--- src/rtl/led_shift_responder.sv ---
// LED pattern responder: each change of addr is a step; every STEP_DIV steps the one-hot pattern shifts.
// Latency 1 cycle from addr change to data_out; en is a synchronous active-high reset; LED_SHIFT_BOUNCE_EN selects bounce over rotate.
module led_shift_responder #(
    parameter int STEP_DIV = 1
) (
    input  logic        clk,
    input  logic        en,
    input  logic [11:0] addr,
    output logic [3:0]  data_out
);

`ifdef LED_SHIFT_BOUNCE_EN
    typedef enum logic [1:0] {IDLE = 2'd0, LEFT = 2'd1, RIGHT = 2'd2} state_t;
`else
    typedef enum logic [1:0] {IDLE = 2'd0, LEFT = 2'd1} state_t;
`endif

    localparam logic [3:0] DIV_LAST = 4'(STEP_DIV - 1);

    state_t      r_state;
    state_t      w_state_nxt;
    logic [3:0]  r_data;
    logic [3:0]  w_data_nxt;
    logic [3:0]  r_div_cnt;
    logic [3:0]  w_div_nxt;
    logic [11:0] r_addr_q;
    logic        w_step;
    logic        w_div_hit;

    // addr_q tracks addr even in reset, so releasing en never fakes a step
    assign w_step    = (addr != r_addr_q) && !en;
    assign w_div_hit = (r_div_cnt == DIV_LAST);

    always_comb begin
        w_state_nxt = r_state;
        w_data_nxt  = r_data;
        w_div_nxt   = r_div_cnt;
        case (r_state)
            IDLE: begin
                if (w_step) begin
                    w_state_nxt = LEFT;
                    w_data_nxt  = 4'b0001;
                    w_div_nxt   = 4'd0;
                end
            end
            LEFT: begin
                if (w_step) begin
                    if (w_div_hit) begin
                        w_div_nxt = 4'd0;
`ifdef LED_SHIFT_BOUNCE_EN
                        w_data_nxt = r_data << 1;
                        if (r_data == 4'b0100) begin
                            w_state_nxt = RIGHT;
                        end
`else
                        w_data_nxt = (r_data == 4'b1000) ? 4'b0001 : (r_data << 1);
`endif
                    end else begin
                        w_div_nxt = r_div_cnt + 4'd1;
                    end
                end
            end
`ifdef LED_SHIFT_BOUNCE_EN
            RIGHT: begin
                if (w_step) begin
                    if (w_div_hit) begin
                        w_div_nxt  = 4'd0;
                        w_data_nxt = r_data >> 1;
                        if (r_data == 4'b0010) begin
                            w_state_nxt = LEFT;
                        end
                    end else begin
                        w_div_nxt = r_div_cnt + 4'd1;
                    end
                end
            end
`endif
            default: begin
                w_state_nxt = IDLE;
                w_data_nxt  = 4'b0000;
                w_div_nxt   = 4'd0;
            end
        endcase
    end

    always_ff @(posedge clk) begin
        r_addr_q <= addr;
        if (en) begin
            r_state   <= IDLE;
            r_data    <= 4'b0000;
            r_div_cnt <= 4'd0;
        end else begin
            r_state   <= w_state_nxt;
            r_data    <= w_data_nxt;
            r_div_cnt <= w_div_nxt;
        end
    end

    assign data_out = r_data;

endmodule

--- config.mk ---
export PLATFORM = sky130hd
export DESIGN_NAME = led_shift_responder
export DESIGN_NICKNAME = d
export VERILOG_FILES = /design/src/rtl/led_shift_responder.sv
export SDC_FILE = /design/constraint.sdc
export NUM_CORES = 1
export LEC_CHECK = 0
export ABC_AREA = 1
export BUFFER_PORTS_ARGS = -buffer_cell sky130_fd_sc_hd__buf_2
export CORE_UTILIZATION = 52
export DETAILED_ROUTE_END_ITERATION = 10
export GPL_ROUTABILITY_DRIVEN = 1
export PLACE_DENSITY_LB_ADDON = 0.3
export SLEW_MARGIN = 0
export SYNTH_ARGS = -nofsm -noshare
export SYNTH_HDL_FRONTEND = slang
export SYNTH_SLANG_ARGS = --single-unit
--- constraint.sdc ---
create_clock -name clk -period 1.8 [get_ports clk]
set_clock_uncertainty 0.2 [all_clocks]
set_input_delay 0.36 -clock clk [delete_from_list [all_inputs] [get_ports clk]]
set_output_delay 0.36 -clock clk [all_outputs]
set_load 0.01 [all_outputs]
* After elaboration in Yosys (flattened, before gate mapping) *
Cells that the tools add are included.

cells by class
  magnitude comparators = 0
  add/subtract/negate cells = 1
  eq/ne operators = 6
  reductions and logical operators = 7
  bitwise gates (word level) = 1
  multipliers = 0
  shifts and indexed selects = 0
  div/mod/pow operators = 0
  mux-type cells = 11

operators with widths
  cell                                                              count
  4-bit two-way mux                                                 7
  4-bit one-hot mux with 2 select lines                             2
  12-bit inequality test                                            1
  2-bit inequality test (second input constant)                     3
  4-bit by 1-bit adder with 4-bit output (second input constant)    1
  4-bit == test (second input constant)                             1
  4-bit zero test                                                   1
  2-bit one-hot mux with 2 select lines                             1
  2-bit AND reduction                                               2
  3-bit AND reduction                                               1
  2-bit by 1-bit == test with 1-bit output (second input constant)  1
  2-bit zero test                                                   1
  2-bit two-way mux                                                 1
  1-bit logical AND                                                 1
  1-bit zero test                                                   1
  1-bit NOT                                                         1

storage, ports and cells
  bits in writable memories = 0
  latch bits = 0
  flip-flop bits (word level) = 22
  memories = 0
  memory bits (read-only) = 0
  input port bits = 14

* Longest topological paths before layout *
  word-level depth = 5
  mapped depth = 10
  gate-level depth less buffers = 10

* Worst setup path after synthesis *
OpenSTA, ideal clock, no wires.

  path type = register to register
  start = register r_div_cnt[0]
  end = register r_data[0] (netlist: data_out[0])
  slack = 0.384 ns
  clock period less this slack = 1.416 ns
  setup time = 0.116 ns
  arrival time = 1.100 ns
  stages on the path, launching flop included = 10
  data required time = 1.484 ns
  path through = dfxtp_1 > inv_1 > ha_1 > nor3b_2 > nor2_1 > inv_1 > nand3_2 > inv_2 > nand2_1 > nand2_1

on the way
  cells in the longest elaborated chain, start to end = 3

ends and longest elaborated chain
  what                                    line  text
  start, declared                         24    logic [3:0] r_div_cnt;
  start signal, assigned                  95    r_div_cnt <= w_div_nxt;
  4-bit zero test                         32    assign w_div_hit = (r_div_cnt == DIV_LAST);
  2-bit inequality test (no source line)  --
  3-bit AND reduction (no source line)    --
  end signal, assigned                    94    r_data <= w_data_nxt;
  end, declared                           22    logic [3:0] r_data;

No other way between the ends.
A chain may end at the register's enable or synchronous reset.

* Worst setup path after layout *
  start = input addr[10]
  end = register r_data[3] (netlist: data_out[3])

on the way
  cells in the longest elaborated chain, start to end = 4
  elaborated cells on any way between the ends = 5
  classes of those cells = eq/ne: 3; reduce/logical: 2

ends and longest elaborated chain
  what                                      line  text
  start, declared                           8     input logic [11:0] addr,
  12-bit inequality test (*)                31    assign w_step = (addr != r_addr_q) && !en;
  1-bit logical AND (*)                     31
  2-bit inequality test (no source line)    --
  3-bit AND reduction (no source line) (*)  --

Mark *: on every way between the ends. The rest lies on a longest branch, timed or not.

==> impl_results.md <==
- Status: complete, no violations
- Share of cells above drive strength 1: 0.205
- DRC errors left: 0
- PortBufs: 17
- CTS tree: done
- Flop pwr share: 0.587
- Async set-or-reset flop fraction in the synthesized netlist: 0
- Vias/cell: 4.79
- Cells after Synth: 116
- RSZ-0062 raised after global routing: false
- Area leader, netlist: dfxtp_1
- Global-route wire length before repair: 2870 um
- Peak supply drop: 636 uV
- Final wirelength: 1740 um
- Crit-path max FO: 6
- FF-to-FF End: r_div_cnt[2]
- Cells along the critical path: dlygate4sd3_1 > xnor2_2 > nand2_1 > nor2_2 > nand3_4 > nand3_4 > inv_4 > nand2_1 > nand2_1
- Slowest cell on the critical path: dlygate4sd3_1
- Dominant delay contributor by cell family on the critical path: buffers and inverters
- Global Route Usage Sum: 0.206
- TritonCTS buffer count: 3
- Post-Syn Area: 907 sq um
- Crit path capture type: register
- Final Critical Period: 1.72 ns
- Post-synth EDFFs: 0
- Setup CP Type: in -> reg
- Critical Path RT: 1.80 ns
- Clock root cell: clkbuf_4
- Reg-to-reg slack, setup: 0.24 ns
- Syn Nets: 132
- CP Buf/Inv Count: 2
- Dominant synthesized flop cell: dfxtp_1
- Sw frac: 0.256
- Starting Density: 0.582
- WL/cell: 10.7 um
- P_int: 645 uW
- MaxCap Viol Count: 0
- Area of the multi-input gates: 440 sq um
- Hold Crit Endpoint: r_div_cnt[3]
- Overall power: 867 uW
- Setup TNS: 0 ns
- DRT antenna net count: 0
- PD cells: 730 mW/mm^2
- Top Ports: 18
- Worst-Skew Late Latency: 0.30 ns
- Sequential Area: 420 sq um
- Largest net degree at the start of global routing: 12
- ANT cells: 0
- DIE AREA: 0.00192 sq mm
- R2r startpoint: r_div_cnt[0]
- Hold/Removal Path Class: in -> reg
- Top cells by count, synth: nand2_1, dfxtp_1, inv_1
- Core area: 0.00156 sq mm
- Mapped Avg Cell Area: 7.82 sq um
- NetSw: 222 uW
- CP most frequent cell: nand2_1
- Critical path launch point type: primary input
- Clock power frac: 0.253
- Max Freq: 0.580 GHz
- NumNets Final: 163
- Synthesis Warnings: 0
- Worst Max-Slew Pin Slew: 0.330 ns
- Dpl hpwl: 1080 um
- Hold Fails Final Rpt: 0
- Vias in the first global route: 709
- Worst r2r path cells: 6
- Via count: 776
- Comb pwr share: 0.160
- Tcrit/Tclk final: 0.957
- Clock slew at reported path FFs: 0.11 ns
- Maximum clock path buffer count: 2
- Layout area overhead: 31.0%
- Arrival time at the worst endpoint: 1.72 ns
- Register area share after synthesis: 0.463
- Rows: 14
- Synth area leaders: dfxtp_1, nand2_1, inv_1
- DRT Pass-1 Iters: 4
- Initial DRC Count: 16
- Max-slew violations: 0
- Antenna violations before repair: 0
- Filler cell count: 116
- Placer congestion estimate: 0.793
- H-tree Lvls: 1
- Area share of the largest cell type after synthesis: 0.463
- Cell with the most instances after synthesis: nand2_1
- Leak: 0.000628 uW
- Die height: 43.8 um
- Setup violators final: 0
- Die width: 43.8 um
- GRT Residual Overflow: 0
- CP max stage delay: 0.58 ns
- Unique masters post-synth: 21
- CTS sink cnt: 21
- #FFs+latches synth: 21
- Hold Crit Start: en
- Min-Delay Path Depth: 2
- Max_slew headroom: 0.779
[area by class of cell]
class	count	area share
Tap cell	16	0.0168
Inverter	21	0.0684
Sequential cell	21	0.354
Timing Repair Buffer	26	0.168
Multi-Input combinational cell	74	0.371
Clock buffer	4	0.0221
[through the flow]
stage / hold slack [ns] / util / instance area, sq um / std cells / setup slack (ns)
6_report: 0.0567 / 0.762 / 1190 / 162 / 0.0769
5_1_grt: 0.0452 / 0.762 / 1190 / 162 / 0.0146
4_1_cts: 0.0512 / 0.743 / 1160 / 165 / 0.0138
3_5_place_dp: 0.285 / 0.649 / 1010 / 149 / 0.222
3_3_place_gp: 0.284 / 0.649 / 1010 / 149 / 0.244
2_1_floorplan: 0.188 / - / 907 / 116 / 0.384
[flip-flops by register name, summed over array words and instances, names as in the netlist]
name / cells
data_out: 4
r_state: 1
r_addr_q: 12
r_div_cnt: 4
[routing by layer]
layer | part of all wire | vias up | GRT usage
li1 | - | 410 | -
met1 | 0.45 | 337 | 0.251
met2 | 0.48 | 25 | 0.355
met3 | 0.053 | 4 | 0.0417
met4 | 0.013 | 0 | 0.0750
met5 | 0 | - | 0
[worst max path at each step]
| stage | startpoint | endpoint | cells past startpoint |
|---|---|---|---|
| 2_1_floorplan | r_div_cnt[0] | data_out[0] | 9 |
| 3_5_place_dp | addr[1] | data_out[0] | 9 |
| 6_report | addr[10] | data_out[3] | 9 |
| 5_1_grt | addr[10] | data_out[3] | 9 |
| 4_1_cts | addr[9] | data_out[3] | 10 |
| 3_3_place_gp | addr[11] | data_out[3] | 11 |
[timing repair]
item,CTS,global route
gates resized for setup,0,9
setup endpoints to repair,0,9
hold buffers,12,0
setup buffers,0,1
endpoints found under the hold margin,12,0
[placed cells by master, fill, tap and decap left out, drive strengths merged]
master	instances
o22ai	1
nor2	9
o21ai	2
inv	20
ha	2
xnor2	7
o41ai	1
xor2	1
dfxtp	21
a21oi	2
clkinv	1
nand3	9
clkbuf	4
nor3b	1
nand2	38
buf	14
dlygate4sd3	9
dlymetal6s4s	3
nor4	1
[cell families (layout without fill, tap and decap cells)]
| logic type | Yosys count | after routing | synth area share |
|---|---|---|---|
| AO/OA/AOI/OAI | 6 | 6 | 0.0386 |
| XOR/XNOR | 8 | 8 | 0.0772 |
| adder cells (fa/ha/maj) | 2 | 2 | 0.0276 |
| buffers and inverters | 21 | 51 | 0.0869 |
| flip-flops | 21 | 21 | 0.463 |
| AND/OR/NAND/NOR | 58 | 58 | 0.306 |
[power groups by stage]
stage	logic [uW]	clock network, uW	registers [uW]
floorplan	72.5	0	516
global placement	105	0	516
detailed placement	109	0	518
CTS	128	224	507
global route	157	241	512
finish	139	219	509
(Power assumes the default switching activity.)
